[src/rtl/memory_arb_pkg.sv]
// Shared constants for the data-memory arbiter: FSM state encoding, port count
// and default word/address widths.
package memory_arb_pkg;

   localparam int NPORTS    = 2;
   localparam int DEF_BITS  = 64;
   localparam int DEF_ABITS = 5;

   typedef enum logic [1:0] {
      IDLE   = 2'd0,
      ACCESS = 2'd1,
      RESP   = 2'd2
   } arb_state_e;

endpackage

[src/rtl/memory_arb_picker.sv]
// Combinational winner select between the two requesters.
// MEMARB_RR_EN defined: round-robin on ties; undefined: port 0 always wins ties.
module memory_arb_picker
   import memory_arb_pkg::*;
(
   input  logic [NPORTS-1:0] req_valid,
`ifdef MEMARB_RR_EN
   input  logic              last_grant,
`endif
   output logic              any_valid,
   output logic              win_id
);

   always_comb begin
      any_valid = |req_valid;
      win_id    = 1'b0;
      if (req_valid == 2'b10) begin
         win_id = 1'b1;
      end else if (req_valid == 2'b11) begin
`ifdef MEMARB_RR_EN
         // On a tie, hand the grant to the port that did not win last time.
         win_id = ~last_grant;
`else
         win_id = 1'b0;
`endif
      end
   end

endmodule

[src/rtl/memory_data_arbiter.sv]
// Two-port load/store arbiter and sequencer in front of the 32x64 data memory.
// Optional round-robin tie-breaking is enabled by defining MEMARB_RR_EN.
module memory_data_arbiter
   import memory_arb_pkg::*;
#(
   parameter int BITS  = DEF_BITS,
   parameter int ABITS = DEF_ABITS
)
(
   input  logic                    clk,
   input  logic                    rst,
   input  logic [NPORTS-1:0]       req_valid,
   output logic [NPORTS-1:0]       req_ready,
   input  logic [NPORTS-1:0]       req_we,
   input  logic [NPORTS*ABITS-1:0] req_endr,
   input  logic [NPORTS*BITS-1:0]  req_din,
   output logic [NPORTS-1:0]       rsp_valid,
   input  logic [NPORTS-1:0]       rsp_ready,
   output logic [BITS-1:0]         rsp_dout,
   output logic [ABITS-1:0]        mem_endr,
   output logic                    mem_We,
   output logic [BITS-1:0]         mem_din,
   input  logic [BITS-1:0]         mem_dout
);

   arb_state_e       state_q, state_d;
   logic             win_q;
   logic             we_q;
   logic [ABITS-1:0] endr_q;
   logic [BITS-1:0]  din_q;
   logic [BITS-1:0]  rsp_dout_q;
   logic             any_valid;
   logic             pick_id;
   logic             accept;

   logic [ABITS-1:0] endr_arr [NPORTS];
   logic [BITS-1:0]  din_arr  [NPORTS];

   genvar gi;
   generate
      for (gi = 0; gi < NPORTS; gi++) begin : g_unpack
         assign endr_arr[gi] = req_endr[gi*ABITS +: ABITS];
         assign din_arr[gi]  = req_din[gi*BITS +: BITS];
      end
   endgenerate

`ifdef MEMARB_RR_EN
   logic last_grant_q;

   memory_arb_picker u_picker (
      .req_valid  (req_valid),
      .last_grant (last_grant_q),
      .any_valid  (any_valid),
      .win_id     (pick_id)
   );
`else
   memory_arb_picker u_picker (
      .req_valid  (req_valid),
      .any_valid  (any_valid),
      .win_id     (pick_id)
   );
`endif

   always_comb begin
      state_d   = state_q;
      req_ready = '0;
      rsp_valid = '0;
      mem_We    = 1'b0;
      accept    = 1'b0;
      case (state_q)
         IDLE: begin
            // Reset dominates: never advertise an accept that the edge would discard.
            if (any_valid && !rst) begin
               accept             = 1'b1;
               req_ready[pick_id] = 1'b1;
               state_d            = ACCESS;
            end
         end
         ACCESS: begin
            mem_We  = we_q & ~rst;
            state_d = RESP;
         end
         RESP: begin
            rsp_valid[win_q] = 1'b1;
            if (rsp_ready[win_q]) begin
               state_d = IDLE;
            end
         end
         default: state_d = IDLE;
      endcase
   end

   always_ff @(posedge clk) begin
      if (rst) begin
         state_q    <= IDLE;
         win_q      <= 1'b0;
         we_q       <= 1'b0;
         endr_q     <= '0;
         din_q      <= '0;
         rsp_dout_q <= '0;
`ifdef MEMARB_RR_EN
         last_grant_q <= 1'b1;
`endif
      end else begin
         state_q <= state_d;
         if (accept) begin
            win_q  <= pick_id;
            we_q   <= req_we[pick_id];
            endr_q <= endr_arr[pick_id];
            din_q  <= din_arr[pick_id];
`ifdef MEMARB_RR_EN
            last_grant_q <= pick_id;
`endif
         end
         // Capture read data before the write lands, so stores return the old word.
         if (state_q == ACCESS) begin
            rsp_dout_q <= mem_dout;
         end
      end
   end

   assign rsp_dout = rsp_dout_q;
   assign mem_endr = endr_q;
   assign mem_din  = din_q;

endmodule

[config.mk]
export PLATFORM = sky130hd
export DESIGN_NAME = memory_data_arbiter
export DESIGN_NICKNAME = d
export VERILOG_FILES = /design/src/rtl/memory_arb_pkg.sv /design/src/rtl/memory_arb_picker.sv /design/src/rtl/memory_data_arbiter.sv
export SDC_FILE = /design/constraint.sdc
export NUM_CORES = 1
export LEC_CHECK = 0
export ABC_CLOCK_PERIOD_IN_PS = 1410
export BUFFER_PORTS_ARGS = -buffer_cell sky130_fd_sc_hd__buf_2
export CAP_MARGIN = 20
export CORE_AREA = 2 2 137 139
export DETAILED_ROUTE_END_ITERATION = 6
export DIE_AREA = 0 0 139 141
export GPL_TIMING_DRIVEN = 0
export MAX_ROUTING_LAYER = met4
export SETUP_SLACK_MARGIN = 0.4
export SLEW_MARGIN = 20
export SYNTH_ARGS = -nofsm -noshare
export SYNTH_HDL_FRONTEND = slang
export SYNTH_HIERARCHICAL = 1
export SYNTH_SLANG_ARGS = --single-unit
[constraint.sdc]
create_clock -name clk -period 1.41 [get_ports clk]
set_input_delay 0.2115 -clock clk [delete_from_list [all_inputs] [get_ports clk]]
set_output_delay 0.2115 -clock clk [all_outputs]
set_load 0.02 [all_outputs]
== Word level (Yosys, flattened, before mapping) ==
Index checks and enable logic that the tools add are counted.
Storage, ports and cells
  register bits: 137
  input bits: 210
Operators by class
  order comparisons: 5
  reductions and logical operators: 7
  equal/unequal tests: 5
  bitwise operators: 3
  multiplexer cells: 24
Operators with widths (number)
  $mux 64: 3
  $mux 5: 3
  $mux 1: 10
  $mux 2: 5
  $pmux 2 s3: 1
  $eq 2x2->1 const B: 2
  $lt 1x2->1 const B: 2
  $ne 2x2->1 const B: 2
  $logic_and 1x1->1: 3
  $demux 1 s1: 2
  $eq 2x1->1 const B: 1
  $ge 1x1->1 const B: 2
  $ge 2x2->1 const B: 1
  $logic_not 2->1: 1
  $not 1->2: 1
  $reduce_and 2->1: 1
  $reduce_or 2->1: 1
  $and 1x1->1: 1
  $logic_not 1->1: 1
  $not 1->1: 1

== Depth between registers and ports, before layout ==
Gate-level depths: netlist of run 1.
  depth after elaboration: 8
  gate-level depth with buffers: 6
  depth with buffers taken out: 4

== Cells and area by module ==
The synthesis of run 1 kept the hierarchy.
Modules (own cells, without submodules)
  memory_data_arbiter: times used 1, cells each 605, area each 5789.3 µm², seq. area each 2742.6 µm²
  memory_arb_picker: times used 1, cells each 2, area each 12.5 µm², seq. area each 0.0 µm²

== Worst setup path after synthesis of run 1 ==
No wires, ideal clock.
  kind: reg-to-output
  start: reg state_q[1]
  end: out req_ready[0]
  stages on the path, launching flop included: 5
  arrival: 1.286 ns
  data required time: 1.199 ns
  slack: -0.088 ns
  cells stage by stage: dfxtp_1 > nor4b_2 > buf_2 > buf_4 > nor2b_1
Between the ends
  word-level cells in the longest chain between the ends: 2
Ends and longest elaborated chain
  start: declaration: RTL line memory_data_arbiter.sv:26  | arb_state_e state_q, state_d;
  start signal: assignment: RTL line memory_data_arbiter.sv:105  | state_q <= state_d;
  $logic_not 2->1: RTL line memory_data_arbiter.sv:70  | case (state_q)
  $mux 2: RTL line memory_data_arbiter.sv:70
  end: declaration: RTL line memory_data_arbiter.sv:13  | output logic [NPORTS-1:0] req_ready,
Every way passes these cells.

== Worst setup path after layout of run 1 ==
  start: reg state_q[0]
  end: out req_ready[0]
The elaborated chain is that of the path after synthesis.

==> flow_summary.html, run 1 <==
<table>
<tr><th>Metric</th><th>Value</th></tr>
<tr><th colspan="2">Power and ir drop</th></tr>
<tr><td>Power density over the cells</td><td>1170 nW/µm²</td></tr>
<tr><td>Maximum resistive drop on vdd</td><td>0.000746 V</td></tr>
<tr><td>Leak pwr</td><td>0.00489 µW</td></tr>
<tr><th colspan="2">Timing</th></tr>
<tr><td>Min Tclk post-route</td><td>1.75 ns</td></tr>
<tr><td>Tightest hold margin</td><td>0.0170 ns</td></tr>
<tr><td>Worst clock skew</td><td>0.00510 ns</td></tr>
<tr><td>Final count of hold timing violations</td><td>0</td></tr>
<tr><td>Final worst-path cycle share</td><td>1.24</td></tr>
<tr><td>Endpoints failing setup</td><td>132</td></tr>
<tr><td>Slew HR</td><td>0.491</td></tr>
<tr><td>Max Slew Vio Count</td><td>0</td></tr>
<tr><td>RSZ-0062 raised after global routing</td><td>true</td></tr>
<tr><td>Worst slew pin tran</td><td>0.764 ns</td></tr>
<tr><td>Setup slack after layout</td><td>-0.338 ns</td></tr>
<tr><td>Maximum clock rate</td><td>0.572 GHz</td></tr>
<tr><th colspan="2">Synth</th></tr>
<tr><td>Cell area after technology mapping</td><td>5800 µm²</td></tr>
<tr><td>Proportion of synthesized chip area in sequential cells</td><td>0.473</td></tr>
<tr><td>Yosys Warn Count</td><td>6</td></tr>
<tr><td>Post-synthesis cell type with the largest combined area</td><td>dfxtp_1</td></tr>
<tr><td>Post-synth cell types</td><td>19</td></tr>
<tr><td>Syn_area_per_cell</td><td>9.56 µm²</td></tr>
<tr><td>Gate count after technology mapping</td><td>roughly 610</td></tr>
<tr><td>Fraction of synthesized cell area taken by the top area cell type</td><td>0.473</td></tr>
<tr><td>#FFs+latches synth</td><td>137</td></tr>
<tr><td>Synth top area cells</td><td>dfxtp_1, a211oi_2, mux2i_1</td></tr>
<tr><td>Syn nets</td><td>817</td></tr>
<tr><th colspan="2">Die</th></tr>
<tr><td>Die span in x</td><td>between 100 and 150 µm</td></tr>
<tr><td>Die Height</td><td>141 µm</td></tr>
<tr><td>Area of the core</td><td>between 15000 and 20000 µm²</td></tr>
<tr><td>Die Footprint</td><td>19600 µm²</td></tr>
<tr><td>Total I/O pin count</td><td>~350</td></tr>
<tr><td>Initial standard-cell utilization of the core</td><td>0.318</td></tr>
<tr><td>Cell Rows</td><td>50</td></tr>
<tr><th colspan="2">Clock network</th></tr>
<tr><td>Clock-pin slew on the worst setup and hold paths</td><td>~0.07 ns</td></tr>
<tr><td>Maximum clock insertion buffer count</td><td>2</td></tr>
<tr><td>Clock tree from TritonCTS</td><td>built</td></tr>
<tr><td>Insertion delay of the later-clocked pin in the worst-skew pair</td><td>0.42 ns</td></tr>
<tr><td>Root Driver</td><td>clkbuf_16</td></tr>
<tr><td>Inserted Clock Buffers</td><td>17</td></tr>
<tr><td>H-tree levels</td><td>4</td></tr>
<tr><td>Clock sink count</td><td>137</td></tr>
<tr><th colspan="2">Setup path</th></tr>
<tr><td>Worst setup EP type</td><td>output pin</td></tr>
<tr><td>Endpoint arrival time on the critical path</td><td>around 1.5 ns</td></tr>
<tr><td>Critical path startpoint</td><td>state_q[0]</td></tr>
<tr><td>Launch instance of the worst register-to-register path</td><td>state_q[0]</td></tr>
<tr><td>CP Data Required Time</td><td>1.20 ns</td></tr>
<tr><td>Type of origin of the critical path</td><td>flip-flop</td></tr>
<tr><td>Crit path max fanout</td><td>5</td></tr>
<tr><td>Setup Crit Path Kind</td><td>flip-flop to output pin</td></tr>
<tr><th colspan="2">Hold path</th></tr>
<tr><td>Min-delay worst type</td><td>primary input to flip-flop</td></tr>
<tr><td>Startpoint of the worst hold path</td><td>mem_dout[22]</td></tr>
<tr><th colspan="2">Finish</th></tr>
<tr><td>Layout cells sized above 1</td><td>0.689</td></tr>
<tr><td>Post-route design area</td><td>between 10000 and 15000 µm²</td></tr>
<tr><td>Area Growth Syn to Fin</td><td>94.1%</td></tr>
<tr><td>Total number of nets in the final design</td><td>1271</td></tr>
<tr><th colspan="2">Routing</th></tr>
<tr><td>Total Wirelength</td><td>22500 µm</td></tr>
<tr><td>Violation count after the first detailed-routing iteration</td><td>213</td></tr>
<tr><td>Final routed DRC violation total</td><td>0</td></tr>
<tr><td>Routed len/inst</td><td>about 17 µm</td></tr>
<tr><td>Via count</td><td>approximately 6200</td></tr>
<tr><td>First-pass detailed-route iteration total</td><td>4</td></tr>
<tr><td>Post-route antenna net violation count</td><td>0</td></tr>
<tr><td>Detail-routed via count per cell</td><td>approximately 4.7</td></tr>
<tr><th colspan="2">Run</th></tr>
<tr><td>Maxcap violations</td><td>0</td></tr>
<tr><th colspan="2">Placement</th></tr>
<tr><td>Placed cell area</td><td>7910 µm²</td></tr>
<tr><td>DP Wirelength</td><td>~15000 µm</td></tr>
<tr><td>Final weighted congestion of routability-driven global placement</td><td>0.753</td></tr>
<tr><td>Port Buffers</td><td>347</td></tr>
<tr><th colspan="2">Global routing</th></tr>
<tr><td>Antenna violations before repair</td><td>1</td></tr>
<tr><td>Number of global-route vias before repair</td><td>approximately 6000</td></tr>
<tr><td>First-pass GRT wire length</td><td>between 30000 and 40000 µm</td></tr>
<tr><td>Total global routing overflow</td><td>0</td></tr>
<tr><td>Global router's overall resource usage</td><td>0.223</td></tr>
<tr><td>Largest net degree at the start of global routing</td><td>17</td></tr>
<tr><th colspan="2">Run status</th></tr>
<tr><td>Outcome</td><td>finished, violations left</td></tr>
<tr><td>Violated checks</td><td>setup timing</td></tr>
</table>
cells in the final DEF, fill, tap and decap left out, types with 3 or more instances in the layout:
cell / synthesis / layout
a211oi_2: 70 / 70
a21oi_1: 65 / 55
a21oi_2: 0 / 10
buf_12: 0 / 25
buf_16: 0 / 15
buf_2: 23 / 217
buf_4: 7 / 29
buf_6: 7 / 157
buf_8: 0 / 16
bufbuf_16: 0 / 3
bufinv_16: 0 / 4
clkbuf_1: 15 / 12
clkbuf_16: 0 / 18
dfxtp_2: 0 / 133
dlygate4sd3_1: 0 / 11
inv_6: 0 / 4
mux2i_1: 72 / 72
nand2_1: 128 / 111
nand2_2: 0 / 16
nor2_1: 71 / 67
nor2_2: 0 / 4
cell type report:
class,count,area [µm²]
clock inverters,14,210
repair buffers,435,3950
well taps,234,293
fillers,1540,7000
clock buffers,18,439
diodes,1,2.50
flip-flops and latches,137,2920
multi-input cells,417,2890
plain buffers,53,559
cell families after synthesis:
family,share of synthesized area
AO/OA/AOI/OAI,0.207
buffers and inverters,0.0528
multiplexers,0.124
flip-flops,0.473
AND/OR/NAND/NOR,0.143
through the flow:
step                      std cells  setup WS [ns]  total power (µW)  setup TNS (ns)  utilization
final                          1309         -0.338             13200          -23.19        0.617
after global routing           1309         -0.424             13800          -30.28        0.617
after CTS                      1289         -0.375             12900          -20.13        0.574
after detailed placement       1188         -0.344              6830          -26.75        0.433
after global placement         1188         -0.310              6800          -23.32        0.433
after floorplan                 607          0.142              5910               0            -
worst max-delay path, cell delays in order (launching register included):
cell and delay (ns):
dfxtp_4 0.35, nor4b_2 0.23, buf_4 0.17, buf_12 0.12, nor2b_4 0.13, buf_6 0.12
per-layer routing:
layer	vias to the layer above	GRT usage	wire, µm
li1	3005	-	-
met4	0	0.0824	461
met1	2881	0.256	9110
met2	256	0.374	11500
met3	33	0.0622	1480
met5	-	-	0
report_power, final:
part | internal, µW | total [µW] | switching [µW]
clock | 3060 | 4970 | 1900
sequential | 4260 | 4500 | 236
combinational | 2050 | 3730 | 1690
total | 9370 | 13200 | 3820
synth_stat cells (all sizes together):
library cell  number
and2               1
nor2b              3
or2                1
and3b              1
clkbuf            15
nand2            128
nor2              71
a21oi             65
nor3b              2
nand3b             1
mux2i             72
a211oi            70
dfxtp            137
nand2b             1
nor4b              1
buf               38
state kept, by name, summed over array words and instances (netlist names):
| register | cells |
|---|---|
| mem_din | 64 |
| rsp_dout | 64 |
| mem_endr | 5 |
| state_q | 2 |
| we_q | 1 |
| win_q | 1 |
worst paths after layout:
path | slack [ns] | depth (start not counted) | end
worst max-delay path | -0.34 | 5 | req_ready[0]
worst min-delay path | 0.02 | 3 | rsp_dout[22]
worst max register to register | -0.32 | 10 | mem_din[10]
worst min register to register | 0.46 | 2 | rsp_dout[55]
repair_timing:
| action | in CTS | in global routing |
|---|---|---|
| endpoints found under the setup margin | 275 | 275 |
| endpoints found under the hold margin | 10 | 1 |
| gates resized for setup | 309 | 238 |
| pin swaps | 28 | 22 |
| cloned | 22 | 0 |
| hold buffers | 10 | 1 |
| setup buffers | 37 | 18 |
No activity file was read; power rests on OpenSTA's default activity.
==> inputs of run 2 (changes only) <==
- ABC_CLOCK_PERIOD_IN_PS: 1410 -> 1900
- clock period: 1.41 -> 1.9 ns (I/O delays scaled with it)
==> flow_summary.html, run 2 (same netlist as run 1, synthesis figures left out) <==
<table>
<tr><th>Metric</th><th>Value</th></tr>
<tr><th colspan="2">Run status</th></tr>
<tr><td>Outcome</td><td>finished, final reports clean</td></tr>
<tr><th colspan="2">Timing</th></tr>
<tr><td>Worst slew pin tran</td><td>0.713 ns</td></tr>
<tr><td>Final worst-path cycle share</td><td>0.943</td></tr>
<tr><td>Min Tclk post-route</td><td>1.79 ns</td></tr>
<tr><td>Maximum clock rate</td><td>0.558 GHz</td></tr>
<tr><td>Max Slew Vio Count</td><td>0</td></tr>
<tr><td>Tightest hold margin</td><td>between 0.1 and 0.15 ns</td></tr>
<tr><td>Final count of hold timing violations</td><td>0</td></tr>
<tr><td>RSZ-0062 raised after global routing</td><td>true</td></tr>
<tr><td>Worst clock skew</td><td>0.00591 ns</td></tr>
<tr><td>Slew HR</td><td>0.525</td></tr>
<tr><td>Endpoints failing setup</td><td>0</td></tr>
<tr><th colspan="2">Placement</th></tr>
<tr><td>Number of cells after detailed placement</td><td>1188</td></tr>
<tr><td>Placed cell area</td><td>7840 µm²</td></tr>
<tr><td>Port Buffers</td><td>347</td></tr>
<tr><td>Final weighted congestion of routability-driven global placement</td><td>just under 0.8</td></tr>
<tr><td>DP Wirelength</td><td>14500 µm</td></tr>
<tr><th colspan="2">Finish</th></tr>
<tr><td>Most common library cell in the layout ignoring fill and taps</td><td>buf_2</td></tr>
<tr><td>Layout cells sized above 1</td><td>0.506</td></tr>
<tr><td>Final Instance Count excl. Fillers</td><td>1229</td></tr>
<tr><td>Post-route design area</td><td>8650 µm²</td></tr>
<tr><td>Most frequent cells in the layout</td><td>buf_2, dfxtp_1, nand2_1</td></tr>
<tr><td>Total number of nets in the final design</td><td>1189</td></tr>
<tr><td>Post-layout utilization of the core</td><td>0.474</td></tr>
<tr><td>Area Growth Syn to Fin</td><td>49.1%</td></tr>
<tr><th colspan="2">Routing</th></tr>
<tr><td>Final routed DRC violation total</td><td>0</td></tr>
<tr><td>Routed len/inst</td><td>15.5 µm</td></tr>
<tr><td>Via count</td><td>5626</td></tr>
<tr><td>Detail-routed via count per cell</td><td>4.58</td></tr>
<tr><td>Total Wirelength</td><td>19000 µm</td></tr>
<tr><td>Post-route antenna net violation count</td><td>0</td></tr>
<tr><td>First-pass detailed-route iteration total</td><td>4</td></tr>
<tr><td>Violation count after the first detailed-routing iteration</td><td>between 150 and 200</td></tr>
<tr><th colspan="2">Clock network</th></tr>
<tr><td>Hold-fix buffer count after cts</td><td>0</td></tr>
<tr><td>Root Driver</td><td>clkbuf_16</td></tr>
<tr><td>Clock tree from TritonCTS</td><td>built</td></tr>
<tr><td>H-tree levels</td><td>4</td></tr>
<tr><td>Maximum clock insertion buffer count</td><td>2</td></tr>
<tr><td>Inserted Clock Buffers</td><td>17</td></tr>
<tr><td>Insertion delay of the later-clocked pin in the worst-skew pair</td><td>0.41 ns</td></tr>
<tr><td>Clock-pin slew on the worst setup and hold paths</td><td>0.06 ns</td></tr>
<tr><td>Clock sink count</td><td>137</td></tr>
<tr><th colspan="2">Global routing</th></tr>
<tr><td>Global router's overall resource usage</td><td>0.192</td></tr>
<tr><td>Antenna violations before repair</td><td>3</td></tr>
<tr><td>Largest net degree at the start of global routing</td><td>17</td></tr>
<tr><td>Number of global-route vias before repair</td><td>5455</td></tr>
<tr><td>Total global routing overflow</td><td>0</td></tr>
<tr><td>First-pass GRT wire length</td><td>28900 µm</td></tr>
<tr><th colspan="2">Power and ir drop</th></tr>
<tr><td>Maximum resistive drop on vdd</td><td>0.000544 V</td></tr>
<tr><td>Power density over the cells</td><td>978 nW/µm²</td></tr>
<tr><td>Sequential fraction of design power</td><td>0.382</td></tr>
<tr><td>Leak pwr</td><td>between 0.003 and 0.004 µW</td></tr>
<tr><td>Internal power consumption</td><td>5940 µW</td></tr>
<tr><td>Total net switching power</td><td>2530 µW</td></tr>
<tr><td>PnR Total Power</td><td>8470 µW</td></tr>
<tr><td>Part of the power in the clock network</td><td>0.407</td></tr>
<tr><td>Fraction of power spent switching nets</td><td>0.299</td></tr>
<tr><td>Combinational Power Share</td><td>0.211</td></tr>
<tr><th colspan="2">Setup path</th></tr>
<tr><td>Cell family with the largest share of critical-path delay</td><td>buffers and inverters</td></tr>
<tr><td>Stage delay of the slowest cell on the critical path</td><td>0.35 ns</td></tr>
<tr><td>Series of cell instances along the critical path</td><td>nor4b_4, buf_4, buf_8, nor2b_4, buf_6</td></tr>
<tr><td>Worst setup EP type</td><td>output pin</td></tr>
<tr><td>Worst R2R Path Depth</td><td>6</td></tr>
<tr><td>Setup Crit Path Kind</td><td>flip-flop to output pin</td></tr>
<tr><td>Type of origin of the critical path</td><td>flip-flop</td></tr>
<tr><td>CP Data Required Time</td><td>1.62 ns</td></tr>
<tr><td>Combined buffer and inverter count along the critical path</td><td>3</td></tr>
<tr><td>Standard cell with the maximum stage delay on the critical path</td><td>dfxtp_4</td></tr>
<tr><td>Endpoint arrival time on the critical path</td><td>1.51 ns</td></tr>
<tr><td>Crit path max fanout</td><td>3</td></tr>
<tr><td>Depth of the critical timing path with buffers and inverters included</td><td>5</td></tr>
<tr><th colspan="2">Die</th></tr>
<tr><td>Initial standard-cell utilization of the core</td><td>0.318</td></tr>
<tr><td>Area of the core</td><td>18300 µm²</td></tr>
<tr><td>Total I/O pin count</td><td>348</td></tr>
<tr><td>Cell Rows</td><td>50</td></tr>
<tr><td>Die span in x</td><td>approximately 140 µm</td></tr>
<tr><td>Die Footprint</td><td>between 15000 and 20000 µm²</td></tr>
<tr><td>Die Height</td><td>141 µm</td></tr>
<tr><th colspan="2">Run</th></tr>
<tr><td>Maxcap violations</td><td>0</td></tr>
<tr><th colspan="2">Hold path</th></tr>
<tr><td>Min-delay worst type</td><td>primary input to flip-flop</td></tr>
<tr><td>Cell count of the worst hold path</td><td>3</td></tr>
</table>
-- run 2: cell count changes in the layout (fill, tap and decap cells not counted), sizes merged --
| cell | delta |
|---|---|
| bufbuf | -3 |
| clkinv | +1 |
| clkbuf | +6 |
| bufinv | -1 |
| diode | +2 |
| clkinvlp | +1 |
| dlygate4sd3 | -11 |
| buf | -75 |
-- run 2: metal layers --
metal	global-route usage	wire length, µm
met1	0.224	8040
met2	0.325	9380
met3	0.0557	1370
met4	0.0548	231
met5	-	0
-- run 2: stage by stage --
stage | setup TNS, ns | setup WS (ns)
after global routing | 0 | 0.0306
after floorplan | 0 | 0.420
after global placement | -0.000733 | -0.000733
after detailed placement | 0 | 0.0200
after CTS | 0 | 0.0706
final | 0 | 0.107
-- run 2: final timing paths --
check | from | endpoint | slack [ns]
hold / removal | mem_dout[36] | rsp_dout[36] | 0.10
setup / recovery | state_q[0] | req_ready[0] | 0.11
hold reg to reg | rsp_dout[7] | rsp_dout[7] | 0.45
setup reg to reg | state_q[0] | mem_endr[1] | 0.37
-- run 2: layout make-up --
type | count | area (µm²)
multi-input cells | 417 | 2790
clock buffers | 17 | 425
fillers | 1857 | 9620
clock inverters | 15 | 188
flip-flops and latches | 137 | 2750
repair buffers | 353 | 1810
well taps | 234 | 293
plain buffers | 53 | 390
diodes | 3 | 7.51
-- run 2: tightest hold or removal path, delay by kind of cell --
family	cells	cell delay [ns]
buf+inv	1	0.09
compound gates	1	0.05
simple gates	1	0.04
-- run 2: power by group through the flow --
stage	clock, µW	combinational (µW)	sequential [µW]
after floorplan	0	780	3570
after global placement	0	1720	3290
after detailed placement	0	1740	3290
after CTS	3540	1790	3230
after global routing	3670	1940	3260
final	3440	1790	3230
-- run 2: repair_timing --
item / CTS / global route
endpoints found under the setup margin: 75 / 133
resized for setup: 29 / 14
buffers inserted: 5 / 1
pin swaps: 1 / 0
==> inputs of run 3 (changes only) <==
- ABC_CLOCK_PERIOD_IN_PS: 1900 -> 2100
- CORE_AREA: 2 2 137 139 -> 2 2 136 138
- DIE_AREA: 0 0 139 141 -> 0 0 138 140
- GPL_ROUTABILITY_DRIVEN: unset -> 0
- clock period: 1.9 -> 2.1 ns (I/O delays scaled with it)
==> flow_summary.html, run 3 (same netlist as run 1, synthesis figures left out) <==
<table>
<tr><th>Metric</th><th>Value</th></tr>
<tr><th colspan="2">Run status</th></tr>
<tr><td>Outcome</td><td>finished, final reports clean</td></tr>
<tr><th colspan="2">Routing</th></tr>
<tr><td>Final routed DRC violation total</td><td>0</td></tr>
<tr><td>Violation count after the first detailed-routing iteration</td><td>178</td></tr>
<tr><td>Detail-routed via count per cell</td><td>around 4.6</td></tr>
<tr><td>First-pass detailed-route iteration total</td><td>4</td></tr>
<tr><td>Total Wirelength</td><td>about 19000 µm</td></tr>
<tr><td>Routed len/inst</td><td>15.6 µm</td></tr>
<tr><td>Post-route antenna net violation count</td><td>0</td></tr>
<tr><td>Via count</td><td>~5600</td></tr>
<tr><th colspan="2">Placement</th></tr>
<tr><td>Port Buffers</td><td>347</td></tr>
<tr><td>Number of cells after detailed placement</td><td>1183</td></tr>
<tr><td>DP Wirelength</td><td>14600 µm</td></tr>
<tr><td>Placed cell area</td><td>between 7000 and 8000 µm²</td></tr>
<tr><th colspan="2">Power and ir drop</th></tr>
<tr><td>Maximum resistive drop on vdd</td><td>0.000504 V</td></tr>
<tr><td>Part of the power in the clock network</td><td>0.408</td></tr>
<tr><td>Sequential fraction of design power</td><td>0.384</td></tr>
<tr><td>Fraction of power spent switching nets</td><td>0.288</td></tr>
<tr><td>PnR Total Power</td><td>around 7600 µW</td></tr>
<tr><td>Leak pwr</td><td>0.00395 µW</td></tr>
<tr><td>Power density over the cells</td><td>889 nW/µm²</td></tr>
<tr><td>Total net switching power</td><td>2190 µW</td></tr>
<tr><td>Internal power consumption</td><td>5420 µW</td></tr>
<tr><td>Combinational Power Share</td><td>0.208</td></tr>
<tr><th colspan="2">Setup path</th></tr>
<tr><td>Endpoint of the lowest-slack register-to-register path</td><td>mem_din[49]</td></tr>
<tr><td>Setup Crit Path Kind</td><td>flip-flop to output pin</td></tr>
<tr><td>Worst R2R Path Depth</td><td>6</td></tr>
<tr><td>Worst setup EP type</td><td>output pin</td></tr>
<tr><td>Series of cell instances along the critical path</td><td>nor4b_4, buf_4, buf_8, nor2b_4, buf_6</td></tr>
<tr><td>CP Data Required Time</td><td>between 1.5 and 2 ns</td></tr>
<tr><td>Register-to-register path setup slack</td><td>0.57 ns</td></tr>
<tr><td>Standard cell with the maximum stage delay on the critical path</td><td>dfxtp_4</td></tr>
<tr><td>Launch instance of the worst register-to-register path</td><td>state_q[0]</td></tr>
<tr><td>Endpoint arrival time on the critical path</td><td>1.52 ns</td></tr>
<tr><td>Stage delay of the slowest cell on the critical path</td><td>0.35 ns</td></tr>
<tr><td>Crit path max fanout</td><td>3</td></tr>
<tr><td>Type of origin of the critical path</td><td>flip-flop</td></tr>
<tr><th colspan="2">Global routing</th></tr>
<tr><td>Number of global-route vias before repair</td><td>5607</td></tr>
<tr><td>Global routing met2 resource utilization</td><td>0.332</td></tr>
<tr><td>Layer carrying the most global-route usage</td><td>met2</td></tr>
<tr><td>Total global routing overflow</td><td>0</td></tr>
<tr><td>Global router's overall resource usage</td><td>0.199</td></tr>
<tr><td>Largest net degree at the start of global routing</td><td>17</td></tr>
<tr><td>Antenna violations before repair</td><td>3</td></tr>
<tr><td>First-pass GRT wire length</td><td>between 20000 and 30000 µm</td></tr>
<tr><td>Met3 layer usage reported by global route</td><td>0.0650</td></tr>
<tr><td>Met1 track demand over resource in global routing</td><td>0.225</td></tr>
<tr><th colspan="2">Clock network</th></tr>
<tr><td>Clock sink count</td><td>137</td></tr>
<tr><td>H-tree levels</td><td>4</td></tr>
<tr><td>Clock tree from TritonCTS</td><td>built</td></tr>
<tr><td>Insertion delay of the later-clocked pin in the worst-skew pair</td><td>slightly above 0.4 ns</td></tr>
<tr><td>Hold-fix buffer count after cts</td><td>0</td></tr>
<tr><td>Maximum clock insertion buffer count</td><td>2</td></tr>
<tr><td>Inserted Clock Buffers</td><td>17</td></tr>
<tr><td>Root Driver</td><td>clkbuf_16</td></tr>
<tr><td>Clock-pin slew on the worst setup and hold paths</td><td>about 0.060 ns</td></tr>
<tr><th colspan="2">Timing</th></tr>
<tr><td>Max Slew Vio Count</td><td>0</td></tr>
<tr><td>Final worst-path cycle share</td><td>0.873</td></tr>
<tr><td>Slew HR</td><td>0.500</td></tr>
<tr><td>Min Tclk post-route</td><td>1.83 ns</td></tr>
<tr><td>Worst clock skew</td><td>0.00893 ns</td></tr>
<tr><td>Worst slew pin tran</td><td>0.750 ns</td></tr>
<tr><td>Final count of hold timing violations</td><td>0</td></tr>
<tr><td>Maximum clock rate</td><td>about 0.55 GHz</td></tr>
<tr><td>Aggregate negative setup slack</td><td>0 ns</td></tr>
<tr><td>Endpoints failing setup</td><td>0</td></tr>
<tr><td>RSZ-0062 raised after global routing</td><td>true</td></tr>
<tr><th colspan="2">Finish</th></tr>
<tr><td># fillers</td><td>about 1800</td></tr>
<tr><td>Total number of nets in the final design</td><td>roughly 1200</td></tr>
<tr><td>Final Instance Count excl. Fillers</td><td>1223</td></tr>
<tr><td>Layout cells sized above 1</td><td>0.502</td></tr>
<tr><td>Post-route design area</td><td>8560 µm²</td></tr>
<tr><td>Most common library cell in the layout ignoring fill and taps</td><td>buf_2</td></tr>
<tr><td>Area Growth Syn to Fin</td><td>47.6%</td></tr>
<tr><td>Area occupied by multi-input gates</td><td>2780 µm²</td></tr>
<tr><td>Most frequent cells in the layout</td><td>buf_2, dfxtp_1, nand2_1</td></tr>
<tr><td>Area occupied by registers</td><td>2750 µm²</td></tr>
<tr><th colspan="2">Hold path</th></tr>
<tr><td>Startpoint of the worst hold path</td><td>mem_dout[34]</td></tr>
<tr><td>Min-delay worst type</td><td>primary input to flip-flop</td></tr>
<tr><td>Cell count of the worst hold path</td><td>3</td></tr>
<tr><td>Min-Delay Endpoint</td><td>rsp_dout[34]</td></tr>
<tr><th colspan="2">Die</th></tr>
<tr><td>Initial standard-cell utilization of the core</td><td>0.326</td></tr>
<tr><td>Die Footprint</td><td>19300 µm²</td></tr>
<tr><td>Area of the core</td><td>between 15000 and 20000 µm²</td></tr>
<tr><td>Die span in x</td><td>roughly 140 µm</td></tr>
<tr><td>Total I/O pin count</td><td>348</td></tr>
<tr><td>Cell Rows</td><td>a little under 50</td></tr>
<tr><td>Die Height</td><td>140 µm</td></tr>
<tr><th colspan="2">Run</th></tr>
<tr><td>Maxcap violations</td><td>0</td></tr>
</table>
## run 3: changes by cell type in the layout (fill, tap and decap cells not counted), moves of 2 or more
cell / delta
buf_2: +9
clkbuf_4: -6
inv_6: -5
clkbuf_8: +4
buf_8: -3
clkbuf_1: +2
## run 3: area by class of cell
cell class                 instances  share of cell area
antenna                            3            0.000877
buffer                            53              0.0384
clock buffer                      22              0.0554
clock inverter                    10              0.0165
multi-input combinational        417               0.325
sequential                       137               0.321
tap                              229              0.0335
timing repair buffer             352               0.209
## run 3: critical path: cells and delay by family, from the launching register on
family	cells	cell delay, ns
simple gates	2	0.38
flops	1	0.35
buf+inv	3	0.38
## run 3: worst max path at each step
| stage | from | to | slack [ns] | cells past startpoint |
|---|---|---|---|---|
| floorplan | state_q[1] | req_ready[0] | 0.50 | 4 |
| global placement | req_valid[0] | mem_din[37] | 0.08 | 6 |
| detailed placement | req_valid[0] | mem_din[37] | 0.08 | 6 |
| CTS | state_q[0] | req_ready[1] | 0.22 | 5 |
| global route | state_q[0] | req_ready[0] | 0.19 | 5 |
| finish | state_q[0] | req_ready[0] | 0.27 | 5 |
## run 3: timing repair
action / in CTS / in global routing
gates resized for setup: 18 / 3
pin swaps: 1 / 1
buffers inserted: 4 / 1
setup endpoints to repair: 3 / 3
## run 3: power by group through the flow
stage                     sequential (µW)  combinational [µW]  clock [µW]
after global placement               2970                1560           0
after detailed placement             2980                1570           0
after CTS                            2930                1600        3180
after global routing                 2950                1730        3300
final                                2920                1590        3110
after floorplan                      3230                 704           0
## run 3: through the flow
| step | worst slack [ns] | utilization | hold WS (ns) |
|---|---|---|---|
| final | 0.267 | 0.482 | 0.132 |
| after global routing | 0.188 | 0.482 | 0.123 |
| after CTS | 0.218 | 0.480 | 0.108 |
| after detailed placement | 0.0837 | 0.440 | 0.443 |
| after global placement | 0.0845 | 0.440 | 0.438 |
| after floorplan | 0.499 | - | 0.451 |
## run 3: per-layer routing
| layer | part of all wire | vias up |
|---|---|---|
| met5 | 0 | - |
| met4 | 0.017 | 0 |
| met3 | 0.078 | 23 |
| met2 | 0.49 | 232 |
| met1 | 0.42 | 2516 |
| li1 | - | 2833 |
